===== src/rtl/tx_seq_pkg.sv =====
// rtl/tx_seq_pkg.sv - shared types, Ethernet sizing constants and keep-mask helper for the tx frame sequencer
package tx_seq_pkg;

    typedef enum logic [1:0] {
        IDLE = 2'd0,
        SEND = 2'd1,
        GAP  = 2'd2
    } state_t;

    localparam int ETH_HDR_BYTES   = 14;
    localparam int ETH_MIN_PAYLOAD = 46;
    localparam int ETH_MAX_PAYLOAD = 1500;

    // Low min(remaining, data_bytes) bits set; callers slice to their beat width.
    function automatic logic [7:0] keep_mask(input int unsigned remaining,
                                             input int unsigned data_bytes);
        logic [7:0] m;
        m = '0;
        for (int unsigned i = 0; i < 8; i++) begin
            m[i] = (i < remaining) && (i < data_bytes);
        end
        return m;
    endfunction

endpackage


===== src/rtl/tx_beat_flags.sv =====
// rtl/tx_beat_flags.sv - combinational per-beat tlast/tkeep and header/payload/pad phase flags
module tx_beat_flags
    import tx_seq_pkg::*;
#(
    parameter int DATA_BYTES = 1,
    parameter int HDR_BYTES  = ETH_HDR_BYTES,
    parameter int LEN_W      = 16
) (
    input  logic                  valid,
    input  logic [LEN_W-1:0]      byte_idx,
    input  logic [LEN_W-1:0]      total,
    input  logic [LEN_W-1:0]      pbnd,
    output logic                  tlast,
    output logic [DATA_BYTES-1:0] tkeep,
    output logic                  hdr_active,
    output logic                  pay_start,
    output logic                  pad_active
);

    localparam int W = LEN_W + 1;

    logic [W-1:0]          beat_end;
    logic [W-1:0]          hi;
    logic [LEN_W-1:0]      remaining;
    logic                  is_last;
    logic [DATA_BYTES-1:0] last_keep;

    always_comb begin
        beat_end  = {1'b0, byte_idx} + W'(DATA_BYTES);
        remaining = total - byte_idx;
        is_last   = (beat_end >= {1'b0, total});
        // Highest byte of this beat that still lies inside the frame.
        hi        = is_last ? ({1'b0, total} - W'(1)) : (beat_end - W'(1));
        last_keep = DATA_BYTES'(keep_mask(32'(remaining), DATA_BYTES));

        tlast      = valid & is_last;
        tkeep      = !valid ? '0 : (is_last ? last_keep : '1);
        hdr_active = valid & (byte_idx < LEN_W'(HDR_BYTES));
        pay_start  = valid & (byte_idx <= LEN_W'(HDR_BYTES)) & (hi >= W'(HDR_BYTES));
        pad_active = valid & (hi >= {1'b0, pbnd});
    end

endmodule


===== src/rtl/tx_frame_sequencer.sv =====
// rtl/tx_frame_sequencer.sv - frame request FSM, length clamp/pad latch, beat counter and inter-frame gap
module tx_frame_sequencer
    import tx_seq_pkg::*;
#(
    parameter int DATA_BYTES  = 1,
    parameter int HDR_BYTES   = ETH_HDR_BYTES,
    parameter int LEN_W       = 16,
    parameter int MIN_PAYLOAD = ETH_MIN_PAYLOAD,
    parameter int MAX_PAYLOAD = ETH_MAX_PAYLOAD,
    parameter int IFG_BEATS   = 12
) (
    input  logic                  clk,
    input  logic                  rst_n,
    input  logic                  start,
    input  logic [LEN_W-1:0]      payload_len,
    output logic                  start_rdy,
    output logic                  busy,
    output logic                  len_err,
    output logic                  tvalid,
    input  logic                  tready,
    output logic                  tlast,
    output logic [DATA_BYTES-1:0] tkeep,
    output logic [LEN_W-1:0]      byte_idx,
    output logic                  hdr_active,
    output logic                  pay_start,
    output logic                  pad_active
);

    localparam int IFG_W = (IFG_BEATS > 0) ? $clog2(IFG_BEATS + 1) : 1;

    if (HDR_BYTES + MAX_PAYLOAD >= (64'd1 << LEN_W)) begin : g_len_w_chk
        $error("tx_frame_sequencer: LEN_W too narrow for HDR_BYTES+MAX_PAYLOAD");
    end
    if (MIN_PAYLOAD > MAX_PAYLOAD) begin : g_min_max_chk
        $error("tx_frame_sequencer: MIN_PAYLOAD exceeds MAX_PAYLOAD");
    end
    if (DATA_BYTES != 1 && DATA_BYTES != 2 && DATA_BYTES != 4 && DATA_BYTES != 8) begin : g_db_chk
        $error("tx_frame_sequencer: DATA_BYTES must be 1, 2, 4 or 8");
    end

    state_t           state;
    logic [LEN_W-1:0] idx_q;
    logic [LEN_W-1:0] total_q;
    logic [LEN_W-1:0] pbnd_q;
    logic [IFG_W-1:0] ifg_cnt;
    logic             len_err_q;
    logic [LEN_W-1:0] raw_len;
    logic [LEN_W-1:0] eff_len;
    logic             beat_last;

    assign raw_len = (payload_len > LEN_W'(MAX_PAYLOAD)) ? LEN_W'(MAX_PAYLOAD) : payload_len;
    assign eff_len = (raw_len < LEN_W'(MIN_PAYLOAD)) ? LEN_W'(MIN_PAYLOAD) : raw_len;

    assign start_rdy = (state == IDLE);
    assign busy      = (state != IDLE);
    assign tvalid    = (state == SEND);
    assign byte_idx  = idx_q;
    assign len_err   = len_err_q;
    assign tlast     = beat_last;

    always_ff @(posedge clk) begin
        if (!rst_n) begin
            state     <= IDLE;
            idx_q     <= '0;
            total_q   <= '0;
            pbnd_q    <= '0;
            ifg_cnt   <= '0;
            len_err_q <= 1'b0;
        end else begin
            len_err_q <= 1'b0;
            case (state)
                IDLE: begin
                    if (start) begin
                        state     <= SEND;
                        idx_q     <= '0;
                        total_q   <= LEN_W'(HDR_BYTES) + eff_len;
                        pbnd_q    <= LEN_W'(HDR_BYTES) + raw_len;
                        len_err_q <= (payload_len > LEN_W'(MAX_PAYLOAD));
                    end
                end
                SEND: begin
                    if (tready) begin
                        if (beat_last) begin
                            idx_q <= '0;
                            if (IFG_BEATS > 0) begin
                                state   <= GAP;
                                ifg_cnt <= IFG_W'(IFG_BEATS);
                            end else begin
                                state <= IDLE;
                            end
                        end else begin
                            idx_q <= idx_q + LEN_W'(DATA_BYTES);
                        end
                    end
                end
                GAP: begin
                    // Count of 1 marks the final idle cycle of the gap.
                    if (ifg_cnt <= IFG_W'(1)) begin
                        state <= IDLE;
                    end else begin
                        ifg_cnt <= ifg_cnt - IFG_W'(1);
                    end
                end
                default: state <= IDLE;
            endcase
        end
    end

    tx_beat_flags #(
        .DATA_BYTES (DATA_BYTES),
        .HDR_BYTES  (HDR_BYTES),
        .LEN_W      (LEN_W)
    ) u_flags (
        .valid      (tvalid),
        .byte_idx   (idx_q),
        .total      (total_q),
        .pbnd       (pbnd_q),
        .tlast      (beat_last),
        .tkeep      (tkeep),
        .hdr_active (hdr_active),
        .pay_start  (pay_start),
        .pad_active (pad_active)
    );

endmodule


===== config.mk =====
export PLATFORM = sky130hd
export DESIGN_NAME = tx_frame_sequencer
export DESIGN_NICKNAME = d
export VERILOG_FILES = /design/src/rtl/tx_seq_pkg.sv /design/src/rtl/tx_beat_flags.sv /design/src/rtl/tx_frame_sequencer.sv
export SDC_FILE = /design/constraint.sdc
export NUM_CORES = 1
export LEC_CHECK = 0
export BUFFER_PORTS_ARGS = -buffer_cell sky130_fd_sc_hd__buf_2
export CAP_MARGIN = 25
export CORE_ASPECT_RATIO = 0.5
export CORE_MARGIN = 2
export CORE_UTILIZATION = 31
export DETAILED_ROUTE_END_ITERATION = 6
export GPL_TIMING_DRIVEN = 1
export SYNTH_ARGS = -nofsm -noshare
export SYNTH_HDL_FRONTEND = slang
export SYNTH_HIERARCHICAL = 1
export SYNTH_SLANG_ARGS = --single-unit

===== constraint.sdc =====
create_clock -name clk -period 7.2 [get_ports clk]
set_input_delay 0.72 -clock clk [delete_from_list [all_inputs] [get_ports clk]]
set_output_delay 0.72 -clock clk [all_outputs]
set_load 0.02 [all_outputs]

# Word-level counts from Yosys, hierarchy flattened
# Index checks and enable logic that the tools add are counted.
# totals
out_inout_bits	25
input_bits	20
register_bits	55
# op_classes
bitwise	5
eq_ne	7
n_lt_le_gt_ge	9
mux	18
n_reduce_logical	9
add_sub_neg	8
# ops
op	count
$mux 16	5
$ge 17x16->1	2
$add 4x16->16 const A	2
$pmux 16 s2	1
$add 16x1->17 const B	1
$ge 17x4->1 const B	1
$mux 17	1
$sub 16x1->17 const B	1
$sub 17x1->17 const B	1
$add 16x1->16 const B	1
$gt 16x11->1 const B	1
$le 16x4->1 const B	1
$lt 1x16->1 const A	1
$lt 16x4->1 const B	1
$lt 16x6->1 const B	1
$sub 16x16->16	1
$mux 4	3
$ne 2x2->1 const B	5
$mux 2	4
$pmux 4 s2	1
$reduce_and 4->1	2
$pmux 2 s3	1
$reduce_and 3->1	2
$reduce_bool 2->1	3
other kinds (8)	13

# Logic depth before layout (Yosys ltp)
# depth
word_depth	6
ltp_mapped	32

# Modules after synthesis
# Netlist, hierarchy kept.
# modules_own_cells
module	instances	area_each_um2	seq_area_each_um2	cells_each
tx_beat_flags	1	3025.4	0.0	436
tx_frame_sequencer	1	2603.7	1101.1	306

# Least setup slack after synthesis
# No wires, ideal clock.
# synth_timing
path_type	register to output
start	register idx_q[1], in the netlist byte_idx[1]
end	output pad_active
path_buffers	3
path_stages_with_launch	33
arrival_ns	6.655
path_slack_ns	-0.175
path_cell_list	dfxtp_1 -> ha_1 -> buf_4 -> nand4_2 -> or3_1 -> nor4_1 -> xnor2_1 -> ha_1 -> a21o_1 -> a21oi_1 -> o21a_1 -> o211ai_2 -> buf_2 -> buf_2 -> nand2_1 -> a21boi_0 -> ha_1 -> or4b_1 -> o31ai_1 -> nand2_1 -> nor2_1 -> xnor2_1 -> a21boi_0 -> ha_1 -> a211oi_1 -> nor2_1 -> o31ai_1 -> a21oi_1 -> a211oi_1 -> a221oi_1 -> o21ai_1 -> a21oi_1 -> o31a_1
# synth_between
elab_chain_len	5
# synth_lines
item	line_no	source
from (decl)	tx_frame_sequencer.sv:42	logic [LEN_W-1:0] idx_q;
from (signal assigned)	tx_frame_sequencer.sv:92	idx_q <= idx_q + LEN_W'(DATA_BYTES);
$add 16x1->17 (*)	tx_beat_flags.sv:29	beat_end = {1'b0, byte_idx} + W'(DATA_BYTES);
$sub 17x1->17 / $ge 17x16->1 (equally long branches)	tx_beat_flags.sv:33, tx_beat_flags.sv:31	
$mux 17 (*)	tx_beat_flags.sv:33	hi = is_last ? ({1'b0, total} - W'(1)) : (beat_end - W'(1));
$ge 17x16->1 (*)	tx_beat_flags.sv:40	pad_active = valid & (hi >= {1'b0, pbnd});
$and 1x1->1 (*)	tx_beat_flags.sv:40	
to (decl)	tx_frame_sequencer.sv:26	output logic pad_active
# Mark *: on every way between the ends. The rest lies on a longest branch, timed or not.

# Worst setup path in the final report
# layout_timing
start	register idx_q[0], in the netlist byte_idx[0]
end	output pad_active
# Same word-level chain as after synthesis.

==> results.cfg <==
[min_path]
hold_path_class = flip-flop to flip-flop
hold_depth = 2
whs_endpoint = pbnd_q[0]
min_from = pbnd_q[0]

[die]
die_x_um = 194.6
boundaryPins = 45
dieArea_um2 = 19320
core_area_um2 = 17570
die_h_um = 99.29
num_rows = 34
start_util_pct = 32.04

[route]
ant_nets = 0
first_pass_iters = 5
drt-initial-drc-count = 372
vias = 5700
wl_per_cell_um = 16.29
wirelength_mm = 16.86
vias_per_cell = 5.507
drc_errors = 0

[timing]
finalHoldViolCount = 0
fin_worst_skew_ns = 0.003897
post-route-period-util_pct = 97.17
setup_viol = 0
slew_viol_final = 0
period_minus_slack_ns = 6.996
tightest_slew_ns = 0.9557
finalSetupTns_ns = 0
relSlewSlack_pct = 36.28
max_freq_mhz = 142.9

[cts]
clock_path_buffers = 2
clk_pin_slew_ns = 0.08
htree_levels = 2
cts_hold_buf = 0
cts_sinks = 55
cts_tree = yes
clkLatencyLatePin_ns = 0.30
cts_made_buffers = 5
root_buffer = clkbuf_16

[worst_setup_path]
timing.rr.start = byte_idx[3]
reg2reg_to = ifg_cnt[1]
cp-end-kind = output pin
arrival_ns = 6.28
worstPathRequired_ns = 6.48
startpoint_type = flip-flop
path_max_fanout = 5
worstSetupStartpoint = byte_idx[0]
cp_slowest_cell = or4b_1
cp_common_cell = ha_1
rr_worst_depth = 16
rrSetupSlack_ns = 3.28
max_stage_delay_ns = 0.46
critPathKind = flip-flop to output pin

[grt]
gr-usage-all-layers_pct = 17.16
grt_max_degree = 30
grt_pass1_wl_mm = 27.03
overflow = 0
first_global_vias = 5257
antenna_found_initial = 0

[yosys]
yosys_register_bits = 55
ys_types = 78
synthesis.area_um2 = 5629
synth-edff-count = 0
synth.yosys.seq_area_share_pct = 19.56
synth_fp_nets = 819
yosys_warnings = 6
syn_area_per_cell_um2 = 7.586
synthCells = 742
synth_ff_type = dfxtp_1
async_flop_share_pct = 0

[power_and_ir_drop]
netSwitchingPower_w = 0.0003892
switching_share_pct = 38.23
seqPwrFrac_pct = 32.2
p_comb_share_pct = 42.5
ir_worst_vdd_uv = 80.68
power.leakage_nw = 2.633
intPower_w = 0.0006288
power_frac_clock_pct = 25.3
powerDensity_nw_per_um2 = 154.4

[status]
outcome = complete, no violations

[final_layout]
syn2layout_area_growth_pct = 17.14
drive_above_1_share_pct = 18.35
fin_nets = 877
fin_area_um2 = 6594
n_antenna_cell = 0

[place]
portBuffers = 44
place_area_um2 = 6252
hpwl_mm = 13.08
place_congestion = 0.8705

[run]
drv_cap = 0
## placed cells by master (no fill, tap or decap), types with 6 or more instances in the layout
master    synthesis  final
nor4_1           13     10
a21o_1            6      6
dfxtp_1          55     50
inv_1            70     70
nand3_1          34     34
and3_1           13     13
or3_1            16     15
nor2b_1          12     12
xnor2_1          48     44
nand4_1          17     17
nor2_1           50     47
buf_4             2     37
nand2b_1          6      6
and2_1            6      6
a21oi_1          39     39
o21a_1            7      7
xor2_1           11     10
and4_1            7      7
nand2_1          47     47
nor3_1           28     25
ha_1             56     55
mux2i_1           8      7
a31oi_1          17     17
o21ai_0          35     34
buf_2             8     44
a211oi_1         11      9
## Yosys cell counts, drive strengths merged, types with 11 or more instances
cell	number	area, µm²
a211oi	11	82.58
a21oi	40	204.0
a31oi	18	118.9
and3	13	81.33
buf	11	66.31
clkbuf	19	71.32
dfxtp	55	1101
ha	56	700.7
inv	70	262.8
nand2	47	176.4
nand3	36	197.7
nand4	18	118.9
nor2	50	187.7
nor2b	12	75.07
nor3	29	150.1
nor4	16	127.6
o21ai	39	195.2
or3	16	100.1
xnor2	49	436.7
xor2	11	96.34
## through the flow
stage	worst slack, ns	total power, W	hold WS [ns]	utilization [%]	instances
floorplan	0.04126	0.0006304	0.4406	-	742
global placement	0.2219	0.0007269	0.4575	35.54	1021
detailed placement	-0.07954	0.0007328	0.4634	35.59	1022
CTS	0.01331	0.001000	0.4685	36.61	1032
global route	-0.08568	0.001080	0.4970	37.53	1035
finish	0.2040	0.001018	0.4684	37.53	1035
## layer usage
layer / global-route usage, % / share of wire (%)
met5: 0 / 0
met4: 2.604 / 1.1
met3: 2.068 / 4.3
met2: 28.48 / 45
met1: 24.37 / 50
## kinds of logic (layout without fill, tap and decap cells)
kind of cell             Yosys count  count (layout)  share of synthesized area [%]
AO/OA/AOI/OAI                    178             178                          21.09
XOR/XNOR                          60              60                          9.469
adder cells (fa/ha/maj)           57              57                          12.80
buffers and inverters            100             159                          7.113
flip-flops                        55              55                          19.56
multiplexers                      10              10                          1.889
AND/OR/NAND/NOR                  282             282                          28.07
## cell type report
cell class              instances  area, µm²
fillers                      1843      10980
well taps                     234      292.8
multi-input cells             587       4280
clock buffers                   5      125.1
flip-flops and latches         55       1107
inverters                      70      262.8
clock inverters                 3      27.53
repair buffers                 81      498.0
## power groups by stage
stage                     registers [W]  clock network [W]  logic (W)
final                          0.000327           0.000257   0.000433
after global placement         0.000334                  0   0.000393
after global routing           0.000329           0.000275   0.000477
after floorplan                0.000333                  0   0.000297
after CTS                      0.000327           0.000266   0.000407
after detailed placement       0.000334                  0   0.000399
## flip-flops by register name, summed over array words and instances (netlist names)
register,cells
state,2
total_q,16
len_err,1
pbnd_q,16
byte_idx,16
ifg_cnt,4
## worst max path at each step
| stage | end | slack, ns | cells past startpoint |
|---|---|---|---|
| 2_1_floorplan | pad_active | 0.04 | 32 |
| 3_3_place_gp | pad_active | 0.22 | 30 |
| 3_5_place_dp | pad_active | -0.08 | 30 |
| 4_1_cts | pad_active | 0.01 | 30 |
| 5_1_grt | pad_active | -0.09 | 30 |
| 6_report | pad_active | 0.20 | 30 |
## repair_timing
| action | 4_1_cts | 5_1_grt |
|---|---|---|
| setup buffers | 2 | 3 |
| gates resized for setup | 6 | 28 |
| pin swaps | 2 | 6 |
| endpoints found under the setup margin | 1 | 1 |
## critical path: cells and delay by family (launching register included)
kind / cells / cell delay, ns
xor gates and xnor gates: 2 / 0.34
DFF: 1 / 0.33
muxes: 1 / 0.23
and+or+nand+nor: 8 / 1.29
AOI/OAI and AO/OA: 13 / 2.40
adders and majority gates: 4 / 1.02
buffers and inverters: 2 / 0.35
Power figures use the tool's default switching activity.
